### config.mk
export PLATFORM = sky130hd
export DESIGN_NAME = bk_adder_pipe
export DESIGN_NICKNAME = d
export VERILOG_FILES = /design/src/rtl/bk_adder_pkg.sv /design/src/rtl/bk_adder_pipe_prefix_cell.sv /design/src/rtl/bk_adder_pipe.sv
export SDC_FILE = /design/constraint.sdc
export NUM_CORES = 1
export LEC_CHECK = 0
export CORE_UTILIZATION = 35
export DETAILED_ROUTE_END_ITERATION = 10
export GPL_TIMING_DRIVEN = 0
export SLEW_MARGIN = 25
export SYNTH_ARGS = -nofsm -noshare
export SYNTH_HDL_FRONTEND = slang
export SYNTH_HIERARCHICAL = 1
export SYNTH_SLANG_ARGS = --single-unit
### constraint.sdc
create_clock -name clk -period 18 [get_ports clk]
set_clock_uncertainty 0.1 [all_clocks]
set_input_delay 2.7 -clock clk [delete_from_list [all_inputs] [get_ports clk]]
set_output_delay 2.7 -clock clk [all_outputs]
set_load 0.05 [all_outputs]
### src/rtl/bk_adder_pkg.sv
// Shared types and elaboration helpers for the pipelined Brent-Kung adder.
// The node-selection functions describe the prefix tree. The top module uses
// them to decide where a prefix cell sits and where a bit just passes through.
package bk_adder_pkg;

  localparam int MIN_WIDTH = 4;
  localparam int MAX_WIDTH = 64;

  // One prefix node: group generate and group propagate.
  typedef struct packed {
    logic g;
    logic p;
  } pg_t;

  // Returns 1 when n is a positive power of two.
  function automatic bit is_pow2(input int n);
    return (n > 0) && ((n & (n - 1)) == 0);
  endfunction

  // Stage numbering inside the prefix pipeline:
  //   0                  : input register (bitwise G/P)
  //   1 .. log2w         : up-sweep level k = stage
  //   log2w+1 .. 2log2w-1: down-sweep level d = stage - log2w
  // The down-sweep at level d closes a gap of h = 2^(log2w-1-d) bits.

  // Returns 1 when bit i receives a prefix cell in this stage.
  function automatic bit node_active(input int stage, input int i, input int log2w);
    int span;
    if (stage <= log2w) begin
      span = 1 << stage;
      return ((i + 1) % span) == 0;
    end
    span = 1 << (2 * log2w - 1 - stage);
    return (((i + 1) % (2 * span)) == span) && ((i + 1) >= 3 * span);
  endfunction

  // Returns the index of the lower-order node that bit i combines with.
  function automatic int node_lo(input int stage, input int i, input int log2w);
    if (stage <= log2w) begin
      return i - (1 << (stage - 1));
    end
    return i - (1 << (2 * log2w - 1 - stage));
  endfunction

  // Returns 1 when the combined node covers bits [i:0].
  // Its propagate is then never consumed, so a grey cell is enough.
  function automatic bit node_grey(input int stage, input int i, input int log2w);
    if (stage <= log2w) begin
      return (i + 1) == (1 << stage);
    end
    return 1'b1;
  endfunction

endpackage

### src/rtl/bk_adder_pipe_prefix_cell.sv
// Combinational prefix operator: (g_hi,p_hi) o (g_lo,p_lo).
// With GREY set, only the group generate is produced and p is tied low.
module bk_prefix_cell
  import bk_adder_pkg::*;
#(
  parameter bit GREY = 1'b0
) (
  input  pg_t hi,
  input  pg_t lo,
  output pg_t y
);

  assign y.g = hi.g | (hi.p & lo.g);
  assign y.p = GREY ? 1'b0 : (hi.p & lo.p);

endmodule

### src/rtl/bk_adder_pipe.sv
// Fully pipelined Brent-Kung adder/subtractor with valid/ready handshake.
// There is one register stage per prefix level. A single global stall (adv)
// freezes every stage while the output beat waits for its consumer.
module bk_adder_pipe
  import bk_adder_pkg::*;
#(
  parameter int WIDTH = 16,
  parameter int LOG2W = $clog2(WIDTH)
) (
  input  logic             clk,
  input  logic             rst,
  input  logic             in_valid,
  output logic             in_ready,
  input  logic [WIDTH-1:0] a,
  input  logic [WIDTH-1:0] b,
  input  logic             cin,
  input  logic             sub,
  output logic             out_valid,
  input  logic             out_ready,
  output logic [WIDTH-1:0] sum,
  output logic             cout,
  output logic             ovf
);

  // Stages are: input register, LOG2W up-sweep levels and LOG2W-1
  // down-sweep levels. The result register follows them, so the
  // latency is 2*LOG2W+1.
  localparam int NSTG = 2 * LOG2W;

  if (!is_pow2(WIDTH) || WIDTH < MIN_WIDTH || WIDTH > MAX_WIDTH) begin : g_bad_width
    $fatal(1, "bk_adder_pipe: WIDTH must be a power of two in 4..64");
  end
  if (LOG2W != $clog2(WIDTH)) begin : g_bad_log2w
    $fatal(1, "bk_adder_pipe: LOG2W must equal clog2(WIDTH)");
  end

  // Global advance: the pipeline moves whenever the output slot is free or
  // is being drained this cycle. in_ready depends only on the output side.
  logic adv;
  assign adv      = !out_valid || out_ready;
  assign in_ready = adv;

  // Registered outputs of every stage, collected so the next stage can read
  // them by index.
  pg_t [WIDTH-1:0] node_chain  [NSTG];
  logic [WIDTH-1:0] p0_chain   [NSTG];
  logic             c0_chain   [NSTG];
  logic             valid_chain[NSTG];

  for (genvar s = 0; s < NSTG; s++) begin : g_stage
    pg_t [WIDTH-1:0] node_d;
    pg_t [WIDTH-1:0] node_q;
    logic [WIDTH-1:0] p0_d;
    logic [WIDTH-1:0] p0_q;
    logic             c0_d;
    logic             c0_q;
    logic             valid_d;
    logic             valid_q;

    if (s == 0) begin : g_in
      logic [WIDTH-1:0] b_eff;

      // Form bitwise generate/propagate and fold the effective carry-in into bit 0.
      always_comb begin
        b_eff   = sub ? ~b : b;
        c0_d    = sub | cin;
        valid_d = in_valid;
        p0_d    = a ^ b_eff;
        for (int i = 0; i < WIDTH; i++) begin
          node_d[i].g = a[i] & b_eff[i];
          node_d[i].p = p0_d[i];
        end
        node_d[0].g = (a[0] & b_eff[0]) | (c0_d & (a[0] | b_eff[0]));
      end
    end else begin : g_tree
      assign p0_d    = p0_chain[s-1];
      assign c0_d    = c0_chain[s-1];
      assign valid_d = valid_chain[s-1];

      for (genvar i = 0; i < WIDTH; i++) begin : g_bit
        localparam bit ACTIVE = node_active(s, i, LOG2W);
        if (ACTIVE) begin : g_cell
          localparam int LO   = node_lo(s, i, LOG2W);
          localparam bit GREY = node_grey(s, i, LOG2W);
          bk_prefix_cell #(
            .GREY(GREY)
          ) u_cell (
            .hi(node_chain[s-1][i]),
            .lo(node_chain[s-1][LO]),
            .y (node_d[i])
          );
        end else begin : g_pass
          assign node_d[i] = node_chain[s-1][i];
        end
      end
    end

    // Stage register: loads the whole beat, bubble or not, only on advance.
    always_ff @(posedge clk or posedge rst) begin
      // NOTE: datapath registers are reset as well as valid bits, so that
      // outputs read as zero out of reset; this is a flop array, not a RAM.
      if (rst) begin
        node_q  <= '0;
        p0_q    <= '0;
        c0_q    <= 1'b0;
        valid_q <= 1'b0;
      end else if (adv) begin
        // NOTE: non-blocking assignment keeps every stage sampling the
        // previous stage's old value on the same edge.
        node_q  <= node_d;
        p0_q    <= p0_d;
        c0_q    <= c0_d;
        valid_q <= valid_d;
      end
    end

    assign node_chain[s]  = node_q;
    assign p0_chain[s]    = p0_q;
    assign c0_chain[s]    = c0_q;
    assign valid_chain[s] = valid_q;
  end

  // After the last down-sweep level, every node i holds the carry out of bit i.
  logic [WIDTH:0]   carry;
  logic [WIDTH-1:0] sum_d;

  // Assemble the carry vector and form the sum from the delayed propagates.
  always_comb begin
    carry[0] = c0_chain[NSTG-1];
    for (int i = 0; i < WIDTH; i++) begin
      carry[i+1] = node_chain[NSTG-1][i].g;
    end
    sum_d = p0_chain[NSTG-1] ^ carry[WIDTH-1:0];
  end

  // Result register: holds the beat while the consumer stalls.
  always_ff @(posedge clk or posedge rst) begin
    if (rst) begin
      out_valid <= 1'b0;
      sum       <= '0;
      cout      <= 1'b0;
      ovf       <= 1'b0;
    end else if (adv) begin
      out_valid <= valid_chain[NSTG-1];
      sum       <= sum_d;
      cout      <= carry[WIDTH];
      ovf       <= carry[WIDTH] ^ carry[WIDTH-1];
    end
  end

endmodule
==> results.md <==
- Fin crit period: 7480 ps
- Multi-input logic area: 5510 um2
- Max_cap viols: 0
- Routed Antenna Nets: 0
- Worst path buffer plus inverter count: 5
- Clock Sinks: 316
- Worst Path Required: 15200 ps
- Core Footprint: 39800 um2
- CP Launch Type: input pin
- Fin crit share: 41.6%
- Leakage Power: 8.24 nW
- Register Area: 7910 um2
- Die Area: 41300 um2
- Routed len/inst: 16.2 um
- Initial antenna violation count: 0
- Syn-to-layout area delta: 17.5%
- Fmax: 0.134 GHz
- Setup TNS: 0 ps
- TritonCTS Buffers: 35
- Worst-Margin Slew: 549 ps
- Peak supply drop: 80.8 uV
- Worst skew pair latency: 500 ps
- Tot GR Track Use: 11.5%
- CTS Buffer Depth: 3
- Syn_area_per_cell: 18.4 um2
- Fin. max-slew vios: 0
- Remaining Overflow, GRT: 0
- Vias in the first global route: 6395
- GPL Wtd Cong: 0.687
- Hold Buf Count CTS: 0
- Post-CTS Setup Bufs: 0
- Pre-antenna DRT Iters: 4
- Endpoints failing setup: 0
- Net Count, Synth: 823
- DRC viols: 0
- DR iter-0 viols: 294
- Worst hold path class: flop to flop
- RSZ-0062 raised after global routing: no
- Largest net degree at the start of global routing: 99
- Initial Util: 35.6%
- IO Count: 58
- PortBufs: 56
- Critical path arrival: 4680 ps
- Largest stage delay on the critical path: 830 ps
- Final WL: 22900 um
- Endpoint type of the worst setup path: output pin
- Most frequent cells in the layout: 316 x dfrtp_1, 306 x mux2_4, 56 x clkdlybuf4s50_1
- # H-tree levels: 2
- Crit-path cells: clkdlybuf4s50_1, nand2b_4, buf_6, buf_6, buf_6, clkdlybuf4s50_1
- Most used cell, CP: buf_6
- Fin nets: 919
- First-pass GRT wire length: 37800 um
- Clock slew at reported path FFs: 60 ps
- YS warnings: 6
- Die height: 203 um
- Via density: 4.25
- Most common cell after layout, fill and taps aside: dfrtp_1
- Mapped Area: 14200 um2
- Critical path type: input pin to output pin
- Via count: 6003
- ANT cells: 0
- Post_cts resized: 0
- CP delay by family, top: buffers and inverters
- Row cnt: 73
- Final Hold Violating Endpoints: 0
- Root Buffer: clkbuf_16
- Critical-path maximum fanout: 10
- Status: finished, final reports clean
- Fillers: 3585
- CTS tree: done
- Placed wire-length estimate: 16400 um
- Max_slew headroom: 63.3%
- Die width: 203 um
- Util after Layout: 41.8%
- Layout cells sized above 1: 47.8%
- Max stage delay cell, worst path: clkdlybuf4s50_1
- Cells after Synth: 768
- PwrDens: 187 nW/um2
## worst paths after layout
path / from / end / slack (ps) / cells past startpoint
min: g_stage[2].node_q[27] / g_stage[3].node_q[27] / 400 / 1
min in group asynchronous: rst / sum[7] / 2490 / 2
max: out_ready / in_ready / 10520 / 6
max in group asynchronous: rst / g_stage[0].p0_q[3] / 14070 / 4
min reg2reg: g_stage[2].node_q[27] / g_stage[3].node_q[27] / 400 / 1
max reg2reg: out_valid / sum[8] / 16420 / 5
## sequential cells by signal, indices dropped and copies added (netlist names)
register / cells
carry: 16
cout: 1
g_stage.c0_q: 8
g_stage.node_q: 138
g_stage.p0_q: 127
g_stage.valid_q: 8
out_valid: 1
ovf: 1
sum: 16
## power by group
part | switching [mW] | internal (mW) | leakage [nW] | total [mW]
combinational | 0.352 | 0.754 | 3.87 | 1.11
clock | 0.273 | 0.435 | 0.580 | 0.708
sequential | 0.239 | 1.05 | 3.80 | 1.29
total | 0.864 | 2.24 | 8.24 | 3.10
## cell type report
class,count,area share [%]
well taps,525,3.95
clock inverters,8,0.429
multi-input cells,408,33.1
inverters,4,0.135
plain buffers,40,4.37
clock buffers,54,6.61
repair buffers,59,3.87
flip-flops and latches,316,47.5
## metal layers
layer | wire length [um] | up-vias | global-route usage (%)
met2 | 10300 | 86 | 17.8
met1 | 11400 | 2968 | 16.6
li1 | - | 2917 | -
met4 | 442 | 0 | 3.36
met3 | 702 | 32 | 2.03
met5 | 0 | - | 0
## worst register-to-register path, stage by stage (launching register included)
cell and delay, ps:
dfrtp_1 430, nand2b_4 100, buf_6 150, buf_12 190, buf_12 180, mux2_4 320
## metrics by stage
stage          setup WS (ps)  cells  power, mW  hold WS [ps]  instance area (um2)
3_5_place_dp           10490   1352       2.43           396                15500
3_3_place_gp            2490   1349       2.40           394                15400
5_1_grt                10430   1414       3.28           423                16600
6_report               10520   1414       3.10           401                16600
4_1_cts                10480   1414       3.16           402                16600
2_1_floorplan           6460    768       2.19           335                14200
Power figures use the tool's default switching activity.
==> RTL edit: new RTL, config.mk and constraints unchanged <==
Set the parameter `WIDTH` to 8 (it was 16).
--- a/src/rtl/bk_adder_pipe.sv
+++ b/src/rtl/bk_adder_pipe.sv
@@ -5,5 +5,5 @@
   import bk_adder_pkg::*;
 #(
-  parameter int WIDTH = 16,
+  parameter int WIDTH = 8,
   parameter int LOG2W = $clog2(WIDTH)
 ) (
Interface: changed (resized a, b and sum); port bits go from 58 to 34. The function was not compared with the original's and may differ.
==> RTL edit against the unedited design <==
- the run now ends with design-rule violations left
- via count fell by 57%
- count of clock-buffer cells in the layout fell by 28
- sequential cell count fell by 191
- cell area fell by 61%
- routed wire length fell by 62%
- combinational power fell by 66%
- global-route usage rose by 1.3 points
- total power fell by 61%
- sequential power fell by 61%
- final cell count fell by 60%
- hold slack barely moved
- worst setup slack improved by 0.051 ns
- area after synthesis fell by 63%
- critical endpoint unchanged
==> RTL edit: results (changes against the unedited design) <==
[worst_setup_path]
biggest_fanout_along_the_worst_timing_path=10  ; unchanged
setup.reg_to_reg.worst_slack_ns=16.43  ; was 16.42 ns
crit_arrival_ns=4.63  ; was 4.68 ns
r2r-end=g_stage[0].p0_q[6]  ; was sum[8]
crit_start=out_ready  ; unchanged
endpoint=in_ready  ; unchanged
startpoint_of_the_most_critical_register_to_register_path=out_valid  ; unchanged
worst_r2r_path_depth=5  ; unchanged

[clock_network]
clk_transition_reported_paths_ns=0.05
postCtsSetupRepairBufs=0  ; unchanged
cts_max_path_buffers=2  ; was 3
cts_htree_levels=4  ; was 2
clock_latency_ns=0.40  ; was 0.50 ns
numCtsBuffers=17  ; was 35
root_buffer=sky130_fd_sc_hd__clkbuf_16  ; unchanged
cts_resized=0  ; unchanged

[logic_synthesis]
yosysWarnings=6  ; unchanged
syn-num-nets=347  ; was 823

[route]
detail_route.drc_violations=2  ; was 0
initialDrtViolationCount=104  ; was 294
wirelength_met1_um=4280  ; was 11400 um
post_drt_wl_per_cell_um=15.4  ; was 16.2 um
highest_signal_layer_in_the_routed_design=met4  ; unchanged
viasPerCell=4.54  ; was 4.25
wl_met3_um=225  ; was 702 um
first_pass_iters=9  ; was 4
met2_routed_length_um=4120  ; was 10300 um

[outcome]
status=finished with violations  ; was finished, final reports clean
failed_checks=design-rule violations

[power]
leakagePower_nw=3.04  ; was 8.24 nW
power.ir.vdd_worst_uv=73.3  ; was 80.8 uV
switching_power_mw=0.347  ; was 0.864 mW

[global_routing]
grt_pass1_vias=2802  ; was 6395
grtUsageMet2_pct=19.6  ; was 17.8%
grt_first_pass_wirelength_um=15200  ; was 37800 um
global_route.usage.met1_pct=16.8  ; was 16.6%
grt_util_met3_pct=3.61  ; was 2.03%
gr-usage-all-layers_pct=12.8  ; was 11.5%
grt_max_degree=75  ; was 99
antenna_found_initial=0  ; unchanged

[sta]
worstMarginPinSlew_ns=0.505  ; was 0.549 ns
setup_ws_ns=10.57  ; was 10.52 ns
fin_worst_hold_slack_ns=0.402  ; was 0.401 ns

[min_path]
worst_hold_path.num_cells=1  ; unchanged
hold_class=reg2reg  ; unchanged
worst_hold_startpoint=g_stage[2].valid_q  ; was g_stage[2].node_q[27]
whs_endpoint=g_stage[2].valid_q  ; was g_stage[3].node_q[27]

[placed_design]
numPortBuffers=32  ; was 56
place.gp.congestion=0.682  ; was 0.687
dp_hpwl_um=5900  ; was 16400 um

[layout]
drive_gt1_share_pct=45.7  ; was 47.8%
top_regs=g_stage.node_q: 47 flops, g_stage.p0_q: 47 flops  ; was g_stage.node_q: 138 flops, g_stage.p0_q: 127 flops
antenna_cells=0  ; unchanged
nets=399  ; was 919

## RTL edit: cell count changes in the layout (fill, tap and decap cells not counted), sizes merged, moves of 7 or more
cell           unedited run  this run
clkdlybuf4s50            56        32
dfrtp                   316       125
buf                      43        17
ha                       17         9
and2                     11         4
xor2                     33        17
clkbuf                   54        26
mux2                    313       122
a21o                     26        11
## RTL edit: power by group through the flow
| stage | sequential [mW] | combinational [mW] | clock [mW] |
|---|---|---|---|
| floorplan | 0.517 | 0.270 | 0 |
| global placement | 0.501 | 0.372 | 0 |
| detailed placement | 0.506 | 0.382 | 0 |
| CTS | 0.503 | 0.385 | 0.344 |
| global route | 0.520 | 0.408 | 0.356 |
| finish | 0.501 | 0.378 | 0.338 |
## RTL edit: final cells by class
class | count | area [sq um]
Multi-Input combinational cell | 171 | 2010
Inverter | 4 | 22.5
Buffer | 16 | 130
Sequential cell | 125 | 3130
Clock inverter | 6 | 80.1
Timing Repair Buffer | 33 | 348
Fill cell | 1309 | 8170
Tap cell | 184 | 230
Clock buffer | 26 | 519
## RTL edit: worst max-delay path, stage by stage
cell	delay, ns
sky130_fd_sc_hd__clkdlybuf4s50_1	0.51
sky130_fd_sc_hd__nand2b_4	0.14
sky130_fd_sc_hd__buf_6	0.12
sky130_fd_sc_hd__buf_6	0.16
sky130_fd_sc_hd__buf_6	0.18
sky130_fd_sc_hd__clkdlybuf4s50_1	0.81
## RTL edit: metrics by stage
step,cells,cell area (sq um),power [mW]
after floorplan,316,5290,0.787
after global placement,532,5840,0.873
after detailed placement,533,5870,0.889
after CTS,565,6470,1.23
after global routing,565,6470,1.28
final,565,6470,1.22
